File: config.mk
export PLATFORM = sky130hd
export DESIGN_NAME = bp_resolve_queue_flat
export DESIGN_NICKNAME = d
export VERILOG_FILES = /design/src/rtl/bp_resolve_if.sv /design/src/rtl/bp_resolve_queue.sv /design/src/flat_wrapper.sv
export SDC_FILE = /design/constraint.sdc
export NUM_CORES = 1
export LEC_CHECK = 0
export CORE_UTILIZATION = 45
export CTS_CLUSTER_DIAMETER = 100
export DETAILED_ROUTE_END_ITERATION = 8
export PLACE_DENSITY = 0.69
export SETUP_SLACK_MARGIN = 0.02
export SLEW_MARGIN = 30
export SYNTH_ARGS = -nofsm -noshare
export SYNTH_HDL_FRONTEND = slang
export SYNTH_SLANG_ARGS = --single-unit
File: constraint.sdc
create_clock -name clk_i -period 11.7 [get_ports clk_i]
set_clock_uncertainty 0.15 [all_clocks]
set_input_delay 2.34 -clock clk_i [delete_from_list [all_inputs] [get_ports clk_i]]
set_output_delay 2.34 -clock clk_i [all_outputs]
set_load 0.1 [all_outputs]
File: src/rtl/bp_resolve_if.sv
// Fetch-push / EX-resolve / counter-update bundle for bp_resolve_queue.
// BP_RESOLVE_STATS_EN adds the branch and mispredict statistic outputs.
interface bp_resolve_if #(parameter int Depth = 4);
  localparam int CW = $clog2(Depth) + 1;

  logic          pred_valid_i;
  logic          pred_ready_o;
  logic [31:0]   pred_pc_i;
  logic          pred_compressed_i;
  logic          pred_taken_i;
  logic [31:0]   pred_target_i;
  logic          ex_res_valid_i;
  logic [31:0]   ex_res_pc_i;
  logic          ex_res_taken_i;
  logic [31:0]   ex_res_target_i;
  logic          flush_i;
  logic          upd_valid_o;
  logic [31:0]   upd_pc_o;
  logic          upd_taken_o;
  logic          mispredict_o;
  logic [31:0]   redirect_pc_o;
  logic          err_o;
  logic [CW-1:0] count_o;
`ifdef BP_RESOLVE_STATS_EN
  logic [31:0]   stat_branches_o;
  logic [31:0]   stat_mispred_o;
`endif

  modport slave (
    input  pred_valid_i, pred_pc_i, pred_compressed_i, pred_taken_i, pred_target_i,
    input  ex_res_valid_i, ex_res_pc_i, ex_res_taken_i, ex_res_target_i, flush_i,
    output pred_ready_o, upd_valid_o, upd_pc_o, upd_taken_o,
`ifdef BP_RESOLVE_STATS_EN
    output stat_branches_o, stat_mispred_o,
`endif
    output mispredict_o, redirect_pc_o, err_o, count_o
  );

  modport master (
    output pred_valid_i, pred_pc_i, pred_compressed_i, pred_taken_i, pred_target_i,
    output ex_res_valid_i, ex_res_pc_i, ex_res_taken_i, ex_res_target_i, flush_i,
    input  pred_ready_o, upd_valid_o, upd_pc_o, upd_taken_o,
`ifdef BP_RESOLVE_STATS_EN
    input  stat_branches_o, stat_mispred_o,
`endif
    input  mispredict_o, redirect_pc_o, err_o, count_o
  );
endinterface

File: src/rtl/bp_resolve_queue.sv
// In-order queue of fetch predictions checked against EX resolutions; emits
// counter-table updates and redirects. BP_RESOLVE_STATS_EN enables statistics.
module bp_resolve_queue #(
  parameter int Depth = 4
) (
  input  logic         clk_i,
  input  logic         rst_i,
  bp_resolve_if.slave  bus
);
  localparam int AW = $clog2(Depth);
  localparam int CW = AW + 1;

  typedef struct packed {
    logic [31:0] pc;
    logic        cmp;
    logic        tk;
    logic [31:0] tgt;
  } entry_t;

  entry_t        mem_q [Depth];
  logic [AW-1:0] wr_q, wr_d, rd_q, rd_d;
  logic [CW-1:0] count_q, count_d;
  logic          upd_valid_q, upd_valid_d, upd_taken_q, upd_taken_d;
  logic [31:0]   upd_pc_q, upd_pc_d, redirect_q, redirect_d;
  logic          mis_q, mis_d, err_q, err_d;

  entry_t head;
  logic   empty, full, push, res, pc_err, dir_mis, mis, we;

  assign head    = mem_q[rd_q];
  assign empty   = (count_q == '0);
  assign full    = (count_q == CW'(Depth));
  assign push    = bus.pred_valid_i & ~full;
  assign res     = bus.ex_res_valid_i & ~empty & ~bus.flush_i;
  assign pc_err  = (bus.ex_res_pc_i != head.pc);
  assign dir_mis = (bus.ex_res_taken_i != head.tk) |
                   (bus.ex_res_taken_i & head.tk & (bus.ex_res_target_i != head.tgt));
  assign mis     = res & (dir_mis | pc_err);
  // A mispredict squashes everything younger, including this cycle's push.
  assign we      = push & ~bus.flush_i & ~mis;

  always_comb begin
    wr_d        = wr_q;
    rd_d        = rd_q;
    count_d     = count_q;
    upd_valid_d = 1'b0;
    upd_pc_d    = '0;
    upd_taken_d = 1'b0;
    mis_d       = 1'b0;
    redirect_d  = '0;
    err_d       = 1'b0;
    if (bus.flush_i) begin
      wr_d    = '0;
      rd_d    = '0;
      count_d = '0;
    end else if (mis) begin
      upd_valid_d = 1'b1;
      upd_pc_d    = bus.ex_res_pc_i;
      upd_taken_d = bus.ex_res_taken_i;
      mis_d       = 1'b1;
      redirect_d  = bus.ex_res_taken_i ? bus.ex_res_target_i
                                       : bus.ex_res_pc_i + (head.cmp ? 32'd2 : 32'd4);
      err_d       = pc_err;
      wr_d        = '0;
      rd_d        = '0;
      count_d     = '0;
    end else begin
      if (res) begin
        upd_valid_d = 1'b1;
        upd_pc_d    = bus.ex_res_pc_i;
        upd_taken_d = bus.ex_res_taken_i;
        rd_d        = rd_q + 1'b1;
      end
      if (bus.ex_res_valid_i && empty) err_d = 1'b1;
      if (we) wr_d = wr_q + 1'b1;
      count_d = count_q + CW'(we) - CW'(res);
    end
  end

  always_ff @(posedge clk_i) begin
    if (we) mem_q[wr_q] <= '{pc: bus.pred_pc_i, cmp: bus.pred_compressed_i,
                             tk: bus.pred_taken_i, tgt: bus.pred_target_i};
  end

  always_ff @(posedge clk_i) begin
    if (rst_i) begin
      wr_q        <= '0;
      rd_q        <= '0;
      count_q     <= '0;
      upd_valid_q <= 1'b0;
      upd_pc_q    <= '0;
      upd_taken_q <= 1'b0;
      mis_q       <= 1'b0;
      redirect_q  <= '0;
      err_q       <= 1'b0;
    end else begin
      wr_q        <= wr_d;
      rd_q        <= rd_d;
      count_q     <= count_d;
      upd_valid_q <= upd_valid_d;
      upd_pc_q    <= upd_pc_d;
      upd_taken_q <= upd_taken_d;
      mis_q       <= mis_d;
      redirect_q  <= redirect_d;
      err_q       <= err_d;
    end
  end

  assign bus.pred_ready_o  = ~full;
  assign bus.count_o       = count_q;
  assign bus.upd_valid_o   = upd_valid_q;
  assign bus.upd_pc_o      = upd_pc_q;
  assign bus.upd_taken_o   = upd_taken_q;
  assign bus.mispredict_o  = mis_q;
  assign bus.redirect_pc_o = redirect_q;
  assign bus.err_o         = err_q;

`ifdef BP_RESOLVE_STATS_EN
  logic [31:0] br_q, mp_q;
  // Counters advance with the pulses they count; only reset clears them.
  always_ff @(posedge clk_i) begin
    if (rst_i) begin
      br_q <= '0;
      mp_q <= '0;
    end else begin
      if (upd_valid_d && br_q != '1) br_q <= br_q + 1'b1;
      if (mis_d && mp_q != '1)       mp_q <= mp_q + 1'b1;
    end
  end
  assign bus.stat_branches_o = br_q;
  assign bus.stat_mispred_o  = mp_q;
`endif
endmodule

File: src/flat_wrapper.sv
// flat-port wrapper written by rule: the top's interface ports become plain ports
module bp_resolve_queue_flat 
#(
  parameter int Depth = 4
)
  (clk_i, rst_i, bus_pred_valid_i, bus_pred_pc_i, bus_pred_compressed_i, bus_pred_taken_i, bus_pred_target_i, bus_ex_res_valid_i, bus_ex_res_pc_i, bus_ex_res_taken_i, bus_ex_res_target_i, bus_flush_i, bus_pred_ready_o, bus_upd_valid_o, bus_upd_pc_o, bus_upd_taken_o, bus_mispredict_o, bus_redirect_pc_o, bus_err_o, bus_count_o);
  bp_resolve_if #(.Depth(Depth)) bus_i ();
  input  logic clk_i;
  input  logic rst_i;
  input wire logic [$bits(bus_i.pred_valid_i)-1:0] bus_pred_valid_i;
  input wire logic [$bits(bus_i.pred_pc_i)-1:0] bus_pred_pc_i;
  input wire logic [$bits(bus_i.pred_compressed_i)-1:0] bus_pred_compressed_i;
  input wire logic [$bits(bus_i.pred_taken_i)-1:0] bus_pred_taken_i;
  input wire logic [$bits(bus_i.pred_target_i)-1:0] bus_pred_target_i;
  input wire logic [$bits(bus_i.ex_res_valid_i)-1:0] bus_ex_res_valid_i;
  input wire logic [$bits(bus_i.ex_res_pc_i)-1:0] bus_ex_res_pc_i;
  input wire logic [$bits(bus_i.ex_res_taken_i)-1:0] bus_ex_res_taken_i;
  input wire logic [$bits(bus_i.ex_res_target_i)-1:0] bus_ex_res_target_i;
  input wire logic [$bits(bus_i.flush_i)-1:0] bus_flush_i;
  output wire logic [$bits(bus_i.pred_ready_o)-1:0] bus_pred_ready_o;
  output wire logic [$bits(bus_i.upd_valid_o)-1:0] bus_upd_valid_o;
  output wire logic [$bits(bus_i.upd_pc_o)-1:0] bus_upd_pc_o;
  output wire logic [$bits(bus_i.upd_taken_o)-1:0] bus_upd_taken_o;
  output wire logic [$bits(bus_i.mispredict_o)-1:0] bus_mispredict_o;
  output wire logic [$bits(bus_i.redirect_pc_o)-1:0] bus_redirect_pc_o;
  output wire logic [$bits(bus_i.err_o)-1:0] bus_err_o;
  output wire logic [$bits(bus_i.count_o)-1:0] bus_count_o;
  assign bus_i.pred_valid_i = bus_pred_valid_i;
  assign bus_i.pred_pc_i = bus_pred_pc_i;
  assign bus_i.pred_compressed_i = bus_pred_compressed_i;
  assign bus_i.pred_taken_i = bus_pred_taken_i;
  assign bus_i.pred_target_i = bus_pred_target_i;
  assign bus_i.ex_res_valid_i = bus_ex_res_valid_i;
  assign bus_i.ex_res_pc_i = bus_ex_res_pc_i;
  assign bus_i.ex_res_taken_i = bus_ex_res_taken_i;
  assign bus_i.ex_res_target_i = bus_ex_res_target_i;
  assign bus_i.flush_i = bus_flush_i;
  assign bus_pred_ready_o = bus_i.pred_ready_o;
  assign bus_upd_valid_o = bus_i.upd_valid_o;
  assign bus_upd_pc_o = bus_i.upd_pc_o;
  assign bus_upd_taken_o = bus_i.upd_taken_o;
  assign bus_mispredict_o = bus_i.mispredict_o;
  assign bus_redirect_pc_o = bus_i.redirect_pc_o;
  assign bus_err_o = bus_i.err_o;
  assign bus_count_o = bus_i.count_o;
  bp_resolve_queue #(.Depth(Depth)) u_core (.clk_i(clk_i), .rst_i(rst_i), .bus(bus_i));
endmodule
==> impl_metrics.json, run 1 <==
{
  "status": "complete, no violations",
  "cts_num_sinks": 341,
  "cts_setup_buffers": 0,
  "drive_above_1_share_pct": 12.2,
  "maxSlewViolCount": 0,
  "placedInstanceArea_um2": 16000,
  "netlist-cell-type-count": 41,
  "antenna_found_initial": 1,
  "crit_required_ns": 11.69,
  "ant_nets": 0,
  "antenna_cells": 0,
  "first_pass_iters": 7,
  "crit_top_cell": "buf_4",
  "clk-insertion-delay-late_ns": 0.50,
  "clk_path_buf_depth": 3,
  "syn_inst": 807,
  "ys_warn_count": 0,
  "vdd_drop_max_uv": 110,
  "critical_path.slowest_cell": "clkdlybuf4s50_1",
  "die_h_um": 175,
  "grt_usage_pct": 21.8,
  "period_minus_slack_ns": 6.16,
  "dr_total_vias": 7809,
  "syn_avg_cell_area_um2": 16.8,
  "criticalPathCategory": "in2reg",
  "final_cell_mix": "edfxtp_1 (264), clkdlybuf4s50_1 (206), dfxtp_1 (75), mux4_2 (58), xnor2_1 (52)",
  "die_w_um": 175,
  "grt_pass1_vias": 7904,
  "ys_seq_area_share_pct": 69.9,
  "core_area_um2": 29600,
  "drt_iter0_drc": 521,
  "nets": 1170,
  "dieArea_um2": 30800,
  "crit_buf_inv": 3,
  "final-hold-violation-count": 0,
  "cp.depth": 9,
  "netlist_area_um2": 13500,
  "cts_tree": "built",
  "syn2layout_area_growth_pct": 26.9,
  "power_density_nw_per_um2": 152,
  "finalCritPeriodShare_pct": 52.7,
  "cts_htree_levels": 2,
  "stdcell_area_um2": 17200,
  "final_common_cell": "edfxtp_1",
  "synthFlopType": "edfxtp_1",
  "fill_cells": 2344,
  "fmax_ghz": 0.162,
  "grt_pass1_wl_um": 49000,
  "critical_path_arrival_ns": 6.15,
  "clk_pin_slew_ns": 0.06,
  "cts-root-buf": "clkbuf_16",
  "post_cts_resized": 0,
  "gr-total-overflow": 0,
  "pin_count": 208,
  "placement.io_buffers": 207,
  "start_util_pct": 45.7,
  "wire_per_inst_um": 22.9,
  "synth_edf_count": 264,
  "p_leak_nw": 5.64,
  "r2r_cells": 10,
  "finalSetupTns_ns": 0,
  "maxCapViolations": 0,
  "maxSlewHeadroom_pct": 33.2,
  "finalWirelength_um": 33000,
  "worst_pin_slew_ns": 0.998,
  "place_hpwl_um": 22900,
  "cp_max_fo": 46,
  "ys_ff_latch": 341,
  "worstSetupEndpointType": "flop",
  "via_per_inst": 5.43,
  "whs_path_depth": 2,
  "route.detailed.drc": 0,
  "setup_viol": 0,
  "critical-path-top-delay-family": "buffers and inverters",
  "path_cells": "clkdlybuf4s50_1, xor2_1, nor4_1, nand4_1, or4_4, a211oi_4, buf_4, o211a_4, buf_4",
  "grt_max_degree": 60,
  "cts_buffers": 36,
  "rows": 63,
  "synth_nets": 954,
  "ctsHoldBuffers": 0,
  "ys_async_sr_fraction_pct": 0,
  "startpoint_type": "input pin",
  "slowest_delay_ns": 0.58,
  "hold_class": "reg2reg",
  "gp_congestion": 0.790,
  "rsz0062_at_grt": "no"
}
## metal layers
metal | GRT usage [%] | share of wire, %
met1 | 29.5 | 42
met2 | 36.0 | 49
met3 | 4.11 | 6.6
met4 | 6.63 | 2.3
met5 | 0 | 0.039
## final timing paths
kind / start / end / slack, ns
worst max register to register: flop / u_core.mem_q[1][56] / 5.93
worst min-delay path: u_core.rd_q[1] / flop / 0.39
worst min register to register: u_core.rd_q[1] / flop / 0.39
worst max-delay path: bus_ex_res_pc_i[23] / u_core.mem_q[1][56] / 5.54
## state kept, by name, summed over array words and instances, names as in the netlist, named ones only
name,flops
u_core.bus.upd_valid_o,1
u_core.bus.redirect_pc_o,32
u_core.wr_q,2
u_core.bus.err_o,1
u_core.bus.mispredict_o,1
u_core.rd_q,2
u_core.bus.upd_taken_o,1
u_core.bus.count_o,3
u_core.bus.upd_pc_o,32
u_core.mem_q,264
## area by class of cell
type	instances	area, µm²	share of cell area (%)
inverters	10	37.5	0.218
clock inverters	14	138	0.801
flip-flops and latches	341	9480	55.2
repair buffers	217	2170	12.7
clock buffers	50	995	5.79
well taps	390	488	2.84
multi-input cells	417	3870	22.5
## through the flow
| stage | power [W] | hold slack [ns] | util (%) | instances | setup WS (ns) |
|---|---|---|---|---|---|
| 5_1_grt | 0.00269 | 0.430 | 58.0 | 1439 | 5.42 |
| 3_3_place_gp | 0.00154 | 0.373 | 54.0 | 1373 | 5.08 |
| 6_report | 0.00262 | 0.392 | 58.0 | 1439 | 5.54 |
| 3_5_place_dp | 0.00154 | 0.377 | 54.1 | 1375 | 5.07 |
| 2_1_floorplan | 0.00144 | 0.370 | - | 807 | 5.74 |
| 4_1_cts | 0.00264 | 0.393 | 58.0 | 1439 | 5.57 |
## worst reg2reg max path: cells and delay by family, from the launching register on
family	cells	cell delay, ns
and+or+nand+nor	3	1.07
muxes	1	0.65
AOI/OAI and AO/OA	2	0.80
buffers and inverters	3	1.78
DFF	1	0.78
xor gates and xnor gates	1	0.16
## cells in the mapped netlist (16+ instances only)
cell / instances / share of area (%)
nor3_1: 33 / 1.2
mux2i_1: 22 / 1.6
clkbuf_1: 18 / 0.50
edfxtp_1: 264 / 59
nor2_1: 37 / 1.0
xnor2_1: 52 / 3.4
mux4_2: 58 / 9.6
dfxtp_1: 77 / 11
a21oi_1: 28 / 1.0
xor2_1: 45 / 2.9
and2_1: 33 / 1.5
nand4_1: 16 / 0.74
## power by group
| part | total, W | leakage (nW) | switching [W] | internal [W] |
|---|---|---|---|---|
| Combinational | 0.000191 | 2.07 | 0.000106 | 0.0000848 |
| Clock | 0.00110 | 0.555 | 0.000439 | 0.000659 |
| Sequential | 0.00133 | 3.02 | 0.00000525 | 0.00132 |
| Total | 0.00262 | 5.64 | 0.000550 | 0.00207 |
## kinds of logic (layout without fill, tap and decap cells)
logic type	count (synthesis)	in the layout	synth area share (%)
compound gates	53	53	2.69
flops	341	341	69.9
simple gates	174	174	6.85
mux	82	82	11.4
xor+xnor	97	97	6.27
buf+inv	49	291	1.72
fa+ha+maj	11	11	1.13
Power figures use the tool's default switching activity.
==> run 2: changes to the inputs <==
PLACE_DENSITY = 0.71   (was 0.69)
clock period = 5.2 ns   (was 11.7 ns; I/O delays follow)
==> run 2 against run 1 <==
Global-route usage rose by 0.35 points. Cell count rose by 1.4%. Sequential power rose by 120%. Hold slack got worse by 0.0037 ns. Setup slack got worse by 5.0 ns. Non-clock buffer count rose by 16. Die area did not move. Sequential cell count did not move. Cell area rose by 1.3%. Utilization rose by 0.73 points. Total power rose by 120%. Largest power group unchanged.
==> impl_metrics.json, run 2 (synthesis gave the netlist of run 1 again) <==
{
  "final-hold-violation-count": 0,
  "place_hpwl_um": 23500,
  "fill_cells": 2315,
  "placement.io_buffers": 207,
  "maxSlewHeadroom_pct": 33.3,
  "setup_viol": 0,
  "first_pass_iters": 4,
  "period_minus_slack_ns": 4.64,
  "crit_required_ns": 5.24,
  "power_density_nw_per_um2": 337,
  "clk-insertion-delay-late_ns": 0.52,
  "via_per_inst": 5.39,
  "start_util_pct": 45.7,
  "largest_register_ffs": 264,
  "critical_path.slowest_cell": "dfxtp_4",
  "dr_total_vias": 7866,
  "path_cells": "mux4_2, xor2_1, nor4_1, nand4_1, or4_4, a211oi_4, buf_4, o211a_4, buf_12",
  "slowest_delay_ns": 0.89,
  "cts-root-buf": "clkbuf_16",
  "cts_htree_levels": 2,
  "rsz0062_at_grt": "no",
  "ctsHoldBuffers": 0,
  "cts_setup_buffers": 0,
  "multi_input_area_um2": 3870,
  "startpoint_type": "flop",
  "die_h_um": 175,
  "criticalPathCategory": "reg2reg",
  "ant_nets": 0,
  "p_leak_nw": 5.74,
  "regArea_um2": 9480,
  "antenna_found_initial": 2,
  "critical_path_arrival_ns": 4.68,
  "top_register": "u_core.mem_q",
  "cts_buffers": 36,
  "hold_class": "reg2reg",
  "status": "complete, no violations",
  "post_cts_resized": 0,
  "drt_iter0_drc": 542,
  "finalSetupTns_ns": 0,
  "vdd_drop_max_uv": 217,
  "grt_max_degree": 59,
  "final_cell_mix": "edfxtp_1 (264), clkdlybuf4s50_1 (206), dfxtp_1 (75), mux4_2 (58), xnor2_1 (52)",
  "finalCritPeriodShare_pct": 89.3,
  "clk_pin_slew_ns": 0.06,
  "maxCapViolations": 0,
  "gp_congestion": 0.811,
  "pin_count": 208,
  "drive_above_1_share_pct": 13.5,
  "cp_max_fo": 40,
  "clk_path_buf_depth": 3,
  "total_power_w": 0.00586,
  "grt_pass1_vias": 7976,
  "finalWorstSetupSlack_ns": 0.558,
  "place_ws_ns": 0.530,
  "die_w_um": 175,
  "maxSlewViolCount": 0,
  "gr-total-overflow": 0,
  "core_area_um2": 29600,
  "route.detailed.drc": 0,
  "rows": 63,
  "finalWirelength_um": 33600,
  "wire_per_inst_um": 23.0,
  "worst_pin_slew_ns": 0.997,
  "grt_usage_pct": 22.2,
  "fmax_ghz": 0.215,
  "cts_tree": "built",
  "nets": 1186,
  "dieArea_um2": 30800,
  "cts_num_sinks": 341,
  "worstSetupEndpointType": "flop",
  "grt_pass1_wl_um": 49500,
  "final_common_cell": "edfxtp_1",
  "syn2layout_area_growth_pct": 28.5
}
## run 2: cell types whose count changed in the layout (fill, tap and decap cells not counted), sizes merged
cell    delta
buf       +16
clkbuf     +4
clkinv     -4
diode      +3
inv        +3
bufinv     -2
## run 2: report_power, final
group          switching (W)  leakage (nW)  internal (W)
sequential         0.0000125          3.02       0.00298
clock                0.00100         0.546       0.00143
combinational       0.000240          2.17      0.000199
total                0.00125          5.74       0.00460
## run 2: area by class of cell
type	count	share of cell area (%)
antenna	3	0.0431
clock buffer	54	5.93
inverter	10	0.216
timing repair buffer	233	13.8
sequential	341	54.5
clock inverter	11	0.489
multi-input combinational	417	22.3
tap	390	2.80
## run 2: critical path: cells and delay by family, from the launching register on
| family | cells | cell delay (ns) |
|---|---|---|
| simple gates | 3 | 1.16 |
| flops | 1 | 0.89 |
| compound gates | 2 | 0.67 |
| mux | 1 | 0.64 |
| buf+inv | 2 | 0.57 |
| xor+xnor | 1 | 0.16 |
## run 2: stage by stage
stage / utilization [%] / instances / area, µm² / hold slack, ns
6_report: 58.7 / 1459 / 17400 / 0.388
5_1_grt: 58.7 / 1457 / 17400 / 0.415
4_1_cts: 58.7 / 1456 / 17400 / 0.393
3_5_place_dp: 54.9 / 1391 / 16300 / 0.381
3_3_place_gp: 54.9 / 1391 / 16300 / 0.368
2_1_floorplan: - / 807 / 13500 / 0.370
## run 2: path summary, 6_finish.rpt
path,from,end,slack (ns),cells past startpoint
setup / recovery,flop,u_core.mem_q[2][5],0.56,9
hold reg to reg,u_core.rd_q[1],flop,0.39,2
hold / removal,u_core.rd_q[1],flop,0.39,2
setup reg to reg,flop,u_core.mem_q[2][5],0.56,9
## run 2: layer usage
| metal | global-route usage (%) | routed length (µm) |
|---|---|---|
| met4 | 9.06 | 1150 |
| met1 | 29.2 | 13700 |
| met5 | 0 | 0 |
| met2 | 36.2 | 16400 |
| met3 | 4.42 | 2330 |
